File: config.mk
export PLATFORM = sky130hd
export DESIGN_NAME = mips_multicycle_ctrl
export DESIGN_NICKNAME = d
export VERILOG_FILES = /design/src/rtl/tinymips_pkg.sv /design/src/rtl/alu_decoder.sv /design/src/rtl/mips_multicycle_ctrl.sv
export SDC_FILE = /design/constraint.sdc
export NUM_CORES = 1
export LEC_CHECK = 0
export CORE_MARGIN = 3
export CORE_UTILIZATION = 35
export CTS_CLUSTER_SIZE = 28
export DETAILED_ROUTE_END_ITERATION = 12
export GPL_TIMING_DRIVEN = 0
export PLACE_DENSITY = 0.76
export SYNTH_ARGS = -nofsm -noshare
export SYNTH_HDL_FRONTEND = slang
export SYNTH_HIERARCHICAL = 1
export SYNTH_SLANG_ARGS = --single-unit
File: constraint.sdc
create_clock -name clk -period 4.05 [get_ports clk]
set_input_delay 0.81 -clock clk [delete_from_list [all_inputs] [get_ports clk]]
set_output_delay 0.81 -clock clk [all_outputs]
set_load 0.1 [all_outputs]
File: src/rtl/tinymips_pkg.sv
// Shared encodings for the tinymips controllers: FSM states, opcodes,
// funct fields, ALU control codes and the ALUOp selector.
package tinymips_pkg;

  typedef enum logic [3:0] {
    S_FETCH   = 4'd0,
    S_DECODE  = 4'd1,
    S_MEMADR  = 4'd2,
    S_MEMRD   = 4'd3,
    S_MEMWB   = 4'd4,
    S_MEMWR   = 4'd5,
    S_EXECUTE = 4'd6,
    S_ALUWB   = 4'd7,
    S_BRANCH  = 4'd8,
    S_ADDIEX  = 4'd9,
    S_ADDIWB  = 4'd10,
    S_JUMP    = 4'd11,
    S_TRAP    = 4'd12
  } state_t;

  localparam logic [5:0] OP_RTYPE = 6'b000000;
  localparam logic [5:0] OP_LW    = 6'b100011;
  localparam logic [5:0] OP_SW    = 6'b101011;
  localparam logic [5:0] OP_BEQ   = 6'b000100;
  localparam logic [5:0] OP_ADDI  = 6'b001000;
  localparam logic [5:0] OP_J     = 6'b000010;

  localparam logic [5:0] FN_ADD = 6'b100000;
  localparam logic [5:0] FN_SUB = 6'b100010;
  localparam logic [5:0] FN_AND = 6'b100100;
  localparam logic [5:0] FN_OR  = 6'b100101;
  localparam logic [5:0] FN_SLT = 6'b101010;

  localparam logic [2:0] ALU_ADD = 3'b010;
  localparam logic [2:0] ALU_SUB = 3'b110;
  localparam logic [2:0] ALU_AND = 3'b000;
  localparam logic [2:0] ALU_OR  = 3'b001;
  localparam logic [2:0] ALU_SLT = 3'b111;

  typedef enum logic [1:0] {
    ALUOP_ADD   = 2'b00,
    ALUOP_SUB   = 2'b01,
    ALUOP_FUNCT = 2'b10
  } aluop_t;

endpackage

File: src/rtl/alu_decoder.sv
// ALU control decode: ALUOp picks add/sub directly or defers to Funct.
// FunctValid flags the R-type functs this core implements, independent of ALUOp.
module alu_decoder
  import tinymips_pkg::*;
(
  input  logic [1:0] i_aluop,
  input  logic [5:0] i_funct,
  output logic [2:0] o_alu_control,
  output logic       o_funct_valid
);

  logic [2:0] w_fn_ctl;

  // Map the R-type funct field to an ALU code and flag supported encodings
  always_comb begin
    w_fn_ctl      = ALU_ADD;
    o_funct_valid = 1'b0;
    case (i_funct)
      FN_ADD: begin w_fn_ctl = ALU_ADD; o_funct_valid = 1'b1; end
      FN_SUB: begin w_fn_ctl = ALU_SUB; o_funct_valid = 1'b1; end
      FN_AND: begin w_fn_ctl = ALU_AND; o_funct_valid = 1'b1; end
      FN_OR:  begin w_fn_ctl = ALU_OR;  o_funct_valid = 1'b1; end
      FN_SLT: begin w_fn_ctl = ALU_SLT; o_funct_valid = 1'b1; end
      default: ;
    endcase
  end

  // Select the final ALU operation from ALUOp
  always_comb begin
    case (i_aluop)
      ALUOP_SUB:   o_alu_control = ALU_SUB;
      ALUOP_FUNCT: o_alu_control = w_fn_ctl;
      default:     o_alu_control = ALU_ADD;
    endcase
  end

endmodule

File: src/rtl/mips_multicycle_ctrl.sv
// Moore controller for the multicycle tinymips datapath. Outputs decode from
// the state register; all write enables are held off while reset is high.
module mips_multicycle_ctrl
  import tinymips_pkg::*;
(
  input  logic       clk,
  input  logic       reset,
  input  logic [5:0] OP,
  input  logic [5:0] Funct,
  input  logic       Zero,
  output logic       IorD,
  output logic       MemWrite,
  output logic       IRWrite,
  output logic       RegDst,
  output logic       Mem2Reg,
  output logic       RegWrite,
  output logic       ALUSrcA,
  output logic [1:0] ALUSrcB,
  output logic [1:0] PCSrc,
  output logic       PCEn,
  output logic [2:0] ALUControl,
  output logic       Illegal
);

  state_t     r_state;
  state_t     w_next;
  logic [1:0] w_aluop;
  logic       w_funct_valid;
  logic       w_memwrite, w_irwrite, w_regwrite, w_pcwrite, w_branch, w_illegal;

  alu_decoder u_alu_dec (
    .i_aluop       (w_aluop),
    .i_funct       (Funct),
    .o_alu_control (ALUControl),
    .o_funct_valid (w_funct_valid)
  );

  // State register; reset returns to FETCH from any point in an instruction
  always_ff @(posedge clk) begin
    if (reset) r_state <= S_FETCH;
    else       r_state <= w_next;
  end

  // Next-state: opcode is only consulted in DECODE and MEMADR
  always_comb begin
    w_next = S_FETCH;
    case (r_state)
      S_FETCH: w_next = S_DECODE;
      S_DECODE: begin
        case (OP)
          OP_LW, OP_SW: w_next = S_MEMADR;
          OP_RTYPE:     w_next = w_funct_valid ? S_EXECUTE : S_TRAP;
          OP_BEQ:       w_next = S_BRANCH;
          OP_ADDI:      w_next = S_ADDIEX;
          OP_J:         w_next = S_JUMP;
          default:      w_next = S_TRAP;
        endcase
      end
      S_MEMADR:  w_next = (OP == OP_LW) ? S_MEMRD : S_MEMWR;
      S_MEMRD:   w_next = S_MEMWB;
      S_EXECUTE: w_next = S_ALUWB;
      S_ADDIEX:  w_next = S_ADDIWB;
      default:   w_next = S_FETCH;
    endcase
  end

  // Per-state datapath controls; anything not set for a state stays 0
  always_comb begin
    IorD       = 1'b0;
    RegDst     = 1'b0;
    Mem2Reg    = 1'b0;
    ALUSrcA    = 1'b0;
    ALUSrcB    = 2'b00;
    PCSrc      = 2'b00;
    w_aluop    = ALUOP_ADD;
    w_memwrite = 1'b0;
    w_irwrite  = 1'b0;
    w_regwrite = 1'b0;
    w_pcwrite  = 1'b0;
    w_branch   = 1'b0;
    w_illegal  = 1'b0;
    case (r_state)
      S_FETCH: begin
        ALUSrcB   = 2'b01;
        w_irwrite = 1'b1;
        w_pcwrite = 1'b1;
      end
      S_DECODE:  ALUSrcB = 2'b11;
      S_MEMADR, S_ADDIEX: begin
        ALUSrcA = 1'b1;
        ALUSrcB = 2'b10;
      end
      S_MEMRD:   IorD = 1'b1;
      S_MEMWB: begin
        Mem2Reg    = 1'b1;
        w_regwrite = 1'b1;
      end
      S_MEMWR: begin
        IorD       = 1'b1;
        w_memwrite = 1'b1;
      end
      S_EXECUTE: begin
        ALUSrcA = 1'b1;
        w_aluop = ALUOP_FUNCT;
      end
      S_ALUWB: begin
        RegDst     = 1'b1;
        w_regwrite = 1'b1;
      end
      S_BRANCH: begin
        ALUSrcA  = 1'b1;
        w_aluop  = ALUOP_SUB;
        PCSrc    = 2'b01;
        w_branch = 1'b1;
      end
      S_ADDIWB:  w_regwrite = 1'b1;
      S_JUMP: begin
        PCSrc     = 2'b10;
        w_pcwrite = 1'b1;
      end
      S_TRAP:    w_illegal = 1'b1;
      default: ;
    endcase
  end

  // Reset masks every enable so an interrupted instruction cannot commit
  assign MemWrite = w_memwrite & ~reset;
  assign IRWrite  = w_irwrite  & ~reset;
  assign RegWrite = w_regwrite & ~reset;
  assign Illegal  = w_illegal  & ~reset;
  assign PCEn     = (w_pcwrite | (w_branch & Zero)) & ~reset;

endmodule

==> metrics.txt, run 1 <==
Syn-to-layout area delta=58.6%; worst hold path class=register to register; Initial DRC Count=11; top post-synthesis cells by count=nor2_1 (11), nor3_1 (10), a21oi_1 (7), nand2_1 (7), inv_1 (6); Biggest register=r_state; DR top layer=met3; first-pass GRT wire length=2730 um; DR vias=774; fin cells=138; Sw Ratio=0.584; cell breakdown of the critical path=clkdlybuf4s50_1, nor3_1, nor3b_2, o21bai_2, clkdlybuf4s50_1; # port buffers=30; area leader, netlist=dfxtp_1; clk sink count=4; mux share of post-synthesis cell area=0.0247; flops & latches, synth=4; hpwl dp=1370 um; final clock period utilization by the worst path=0.963; reg2reg start=r_state[2]; min-delay src=r_state[3]; WP data required=3.24 ns; crit-path max FO=8; routed wl met2=816 um; core footprint=1580 um^2; routed wire length per instance=12.3 um; vias in the first global route=662; EDFF count, synth=0; Primary FF master, synth=dfxtp_1; skew final=0.00158 ns; critical path buffer and inverter count=2; CTS buffer count=3; Mapped Area=608 um^2; gate count of the mapped netlist=89; cells taking the most area after synthesis=dfxtp_1 (13%), nor3_1 (8.2%), nor2_1 (6.8%); endpoints failing hold=0; Synth Area per Inst=6.83 um^2; Worst-path clk slew=0.04 ns; RSZ-0062 raised after global routing=no; fmax=0.256 GHz; CP max-delay cell=clkdlybuf4s50_1; reg2reg end=r_state[1]; Starting Density=0.386; worst slew pin tran=0.983 ns; remaining global-route overflow=0; largest net degree at the start of global routing=11; boundary pin count=31; CP most frequent cell=clkdlybuf4s50_1; hold depth=2; DRC Markers=0; Root Buffer=clkbuf_4; antenna cells=0; Seq/Total Area, Yosys=0.132; status=finished, final reports clean; Placement Rows=14; XOR/XNOR share of the synthesized area=0.0288; crit end category=primary output; Pwr Density=383 nW/um^2; Top delay family on crit path=buffers and inverters; Async SR Flop Fraction=0; setup TNS=0 ns; placed insts=135; dominant combinational cell family by area after synthesis=simple AND/OR/NAND/NOR gates; number of max-cap violations=0; Setup violations, final=0; YS warnings=6; Post-Synth Adder-Cell Area=0.0412; peak supply drop=166 uV; die area=2270 um^2; initial antenna violation count=0; area share of the largest cell type after synthesis=0.132; Max H-tree Level=1; Die X=47.7 um; Overall Global Routing Usage=0.161; Arrival @ worst endpoint=3.09 ns; first drt pass iteration count=4; CTS Hold Buffers Added=0; routed length on met1=757 um; compound-cell area share of the yosys netlist=0.167; die height=47.7 um; Clk pwr share=0.131; crit path kind=input pin to primary output; Largest register FFs=4; DR WL met3=119 um; post-route core utilization=0.612; slew margin rel.=0.344; worst r2r path cells=5; Logic pwr share=0.737; antenna violation net count after detailed routing=0; most common cell in the netlist=nor2_1; layout cell share with drive strength beyond 1=0.0820; Synth cell types=33; Leak=0.362 nW; Clock Path Buffers=2; CTS tree=built; crit path time final=3.90 ns; max-slew violations=0; Int Pwr=0.153 mW; r2r setup slk=2.64 ns; Final GP Congestion=0.824; Layout Nets=141; setup bufs post-CTS=0; Flop pwr share=0.132; Hold Path End=r_state[1]; Post-Route WL=1690 um; Post-Synth Simple-Gate Area=0.545; latest clock arrival within the worst-skew pair=0.23 ns; final hold slack=0.615 ns; Net Switching=0.216 mW; biggest regs=r_state: 4 flops; DR vias/cell=5.61; max incr delay on CP=1.14 ns; Worst setup SP type=input pin; post-synth net total=106
==> placed cells by master (no fill, tap or decap), types with 2 or more instances in the layout <==
cell and instances:
clkbuf_4 3, inv_1 6, and3_1 2, xnor2_1 2, nand3_1 2, ha_1 2
dfxtp_1 4, nand2_1 7, clkdlybuf4s50_1 27, nor2_1 11, a21oi_1 7, nand4bb_1 3
or4b_1 2, dlygate4sd2_1 2, clkbuf_1 3, or4_1 2, a31oi_1 3, nand2b_1 5
nor3_1 9
==> per-stage QoR <==
| step | power, mW | worst slack (ns) | area [um^2] |
|---|---|---|---|
| CTS | 0.372 | 0.108 | 962 |
| global placement | 0.319 | 0.189 | 942 |
| finish | 0.369 | 0.150 | 965 |
| detailed placement | 0.322 | 0.159 | 942 |
| global route | 0.387 | 0.000127 | 965 |
| floorplan | 0.255 | 0.182 | 622 |
==> metal layers <==
metal / vias up / GRT usage
met1: 349 / 0.209
met2: 31 / 0.282
met4: 0 / 0.0161
met3: 0 / 0.0338
li1: 394 / -
met5: - / 0
==> worst max-delay path by stage <==
stage                          start       endpoint  slack (ns)  depth (start not counted)
after floorplan           r_state[3]           PCEn        0.18                          5
after global placement         reset           PCEn        0.19                          5
after detailed placement       reset           PCEn        0.16                          5
after CTS                 r_state[3]  ALUControl[1]        0.11                          8
after global routing      r_state[3]  ALUControl[0]      0.0001                          8
final                          reset           PCEn        0.15                          5
==> final cells by class <==
| cell class | count | area (um^2) |
|---|---|---|
| buffer | 4 | 15.0 |
| tap | 16 | 20.0 |
| sequential | 4 | 80.1 |
| multi-input combinational | 75 | 504 |
| fill | 149 | 612 |
| clock buffer | 3 | 22.5 |
| inverter | 6 | 22.5 |
| timing repair buffer | 30 | 300 |
==> what timing repair did <==
| item | in CTS | in global routing |
|---|---|---|
| endpoints found under the setup margin | 2 | 1 |
| endpoints found under the hold margin | 0 | 0 |
| resized for setup | 2 | 1 |
==> power groups by stage <==
stage                     Clock [mW]  Combinational [mW]  Sequential [mW]
final                         0.0483               0.272           0.0487
after global routing          0.0515               0.287           0.0492
after CTS                     0.0495               0.273           0.0487
after detailed placement           0               0.273           0.0493
after global placement             0               0.269           0.0493
after floorplan                    0               0.206           0.0486
==> cell families after synthesis <==
family,count (synthesis)
AO/OA/AOI/OAI,16
flip-flops,4
XOR/XNOR,2
adder cells (fa/ha/maj),2
multiplexers,1
AND/OR/NAND/NOR,54
buffers and inverters,10
==> worst min-delay path, stage by stage, from the launching register on <==
cell and delay [ns]:
dfxtp_1 0.31, or4_1 0.16, o32ai_1 0.10
Power figures use the tool's default switching activity.
==> run 2: changes to the inputs <==
--- a/config.mk
+++ b/config.mk
@@ -9,7 +9,6 @@
 export CORE_UTILIZATION = 35
 export CTS_CLUSTER_SIZE = 28
 export DETAILED_ROUTE_END_ITERATION = 12
-export GPL_TIMING_DRIVEN = 0
 export PLACE_DENSITY = 0.76
 export SYNTH_ARGS = -nofsm -noshare
 export SYNTH_HDL_FRONTEND = slang
==> run 2 against run 1 <==
Net effect: sequential share of layout area rose by 0.41 points; hold slack improved by 0.041 ns; cell area fell by 4.7%; count of clock-buffer cells in the layout did not move; sequential cell count did not move; worst setup slack improved by 0.79 ns; clock power fell by 2%; final cell count fell by 2.9%; total power fell by 2.2%; global-route usage fell by 2.5 points; critical path depth rose by 2; critical path type is now register to primary output; highest routed layer unchanged.
==> metrics.txt, run 2 (synthesized netlist as in run 1, its figures left out) <==
initial antenna violation count=0 (unchanged); fmax=0.322 GHz (+25%); Root Buffer=clkbuf_4; crit path time final=3.11 ns (-0.792 ns); cell breakdown of the critical path=nand2b_1, nor3_1, inv_1, ha_1, nand4bb_1, a21oi_1, buf_4; die area=2270 um^2 (unchanged); biggest regs=r_state: 4 flops; Setup violations, final=0 (unchanged); peak supply drop=210 uV (+26%); CTS tree=built; Final GP Congestion=0.792 (-3.9%); RSZ-0062 raised after global routing=no; Placed Area=897 um^2 (-4.8%); status=finished, final reports clean; latest clock arrival within the worst-skew pair=0.23 ns (about the same); worst slew pin tran=0.980 ns (-0.00335 ns); DR vias=742 (-4.1%); Max H-tree Level=1 (unchanged); Placement Rows=14 (unchanged); largest net degree at the start of global routing=14 (+3); DR vias/cell=5.54 (-1.3%); Syn-to-layout area delta=51.2%; commonest non-fill, non-tap cell in the layout=clkdlybuf4s50_1; skew final=0.00484 ns (+0.00327 ns); max-slew violations=0 (unchanged); crit-path max FO=11 (+3); CTS Hold Buffers Added=0 (unchanged); crit path kind=register to primary output; Leak=0.367 nW (+1.4%); WP data required=3.24 ns (about the same); crit end category=primary output; Worst setup SP type=register; Overall Global Routing Usage=0.136 (-0.0252); critical path buffer and inverter count=2 (unchanged); max incr delay on CP=0.51 ns (-0.63 ns); reg2reg start=r_state[0]; worst hold path class=register to register; setup TNS=0 ns (unchanged); boundary pin count=31 (unchanged); post-route core utilization=0.583 (-0.0286); Die X=47.7 um (unchanged); final clock period utilization by the worst path=0.768 (-0.195); Arrival @ worst endpoint=2.30 ns (-0.79 ns); slew margin rel.=0.345 (+0.00126); endpoints failing hold=0 (unchanged); antenna violation net count after detailed routing=0 (unchanged); CP max-delay cell=dfxtp_1; remaining global-route overflow=0 (unchanged); # fillers=156 (+4.7%); Post-Route WL=1610 um (-4.7%); Initial DRC Count=10 (-1); vias in the first global route=568 (-14%); Largest register FFs=4 (unchanged); die height=47.7 um (unchanged); first-pass GRT wire length=2290 um (-16%); Clock Path Buffers=2 (unchanged); clk sink count=4 (unchanged); hpwl dp=1300 um (-5.3%); most frequent cells in the layout=clkdlybuf4s50_1 (18), buf_4 (12), nor2_1 (11); core footprint=1580 um^2 (unchanged); layout cell share with drive strength beyond 1=0.186 (+0.104); number of max-cap violations=0 (unchanged); routed wire length per instance=12.0 um (-1.9%); Pwr Density=393 nW/um^2 (+2.6%); post-route cell area=920 um^2 (-4.7%); setup bufs post-CTS=0 (unchanged); CTS buffer count=3 (unchanged); first drt pass iteration count=4 (unchanged); min-delay src=r_state[0]; Starting Density=0.386 (unchanged); Layout Nets=137 (-2.8%); # port buffers=30 (unchanged); antenna cells=0 (unchanged); Worst-path clk slew=0.04 ns (about the same); Biggest register=r_state; post-CTS resize count=0 (-2); Setup crit start=r_state[3]; Top delay family on crit path=simple AND/OR/NAND/NOR gates; DRC Markers=0 (unchanged)
==> run 2: changes by cell type in the layout (fill, tap and decap cells not counted) <==
cell | before | now
buf_1 | 1 | 0
buf_4 | 0 | 12
clkdlybuf4s50_1 | 27 | 18
dlygate4sd2_1 | 2 | 0
clkbuf_1 | 3 | 0
dlymetal6s2s_1 | 1 | 0
==> run 2: path summary, 6_finish.rpt <==
path | endpoint | slack, ns | cells after the start
worst max-delay path | ALUControl[0] | 0.94 | 7
worst min-delay path | r_state[3] | 0.66 | 2
worst max register to register | r_state[1] | 2.37 | 3
worst min register to register | r_state[3] | 0.66 | 2
==> run 2: metrics by stage <==
stage	cells	worst slack, ns	hold slack [ns]	total power [mW]
4_1_cts	134	0.942	0.652	0.364
3_5_place_dp	131	1.02	0.643	0.314
6_report	134	0.941	0.656	0.361
5_1_grt	134	0.715	0.701	0.380
2_1_floorplan	89	0.182	0.562	0.255
3_3_place_gp	131	1.09	0.648	0.311
==> run 2: layout make-up <==
cell class | instances | area (um^2) | area share
multi-input combinational | 75 | 504 | 0.548
timing repair buffer | 30 | 270 | 0.294
sequential | 4 | 80.1 | 0.0871
clock buffer | 3 | 22.5 | 0.0245
inverter | 6 | 22.5 | 0.0245
tap | 16 | 20.0 | 0.0218
==> run 2: routing by layer <==
layer  part of all wire  wire length (um)  GRT usage  vias to the layer above
li1                   -                 -          -                      392
met1               0.46               749      0.175                      322
met2               0.46               748      0.240                       28
met3              0.071               115     0.0376                        0
met4                  0                 0          0                        0
met5                  0                 0          0                        -
==> run 2: report_power, final <==
| part | internal [mW] | switching (mW) |
|---|---|---|
| clock network | 0.0330 | 0.0145 |
| registers | 0.0456 | 0.0181 |
| logic | 0.0681 | 0.182 |
==> run 2: worst register-to-register path, cell delays in order (launching register included) <==
cell      delay [ns]
dfxtp_1         0.55
nand2b_1        0.20
or4_1           0.49
o32ai_1         0.34
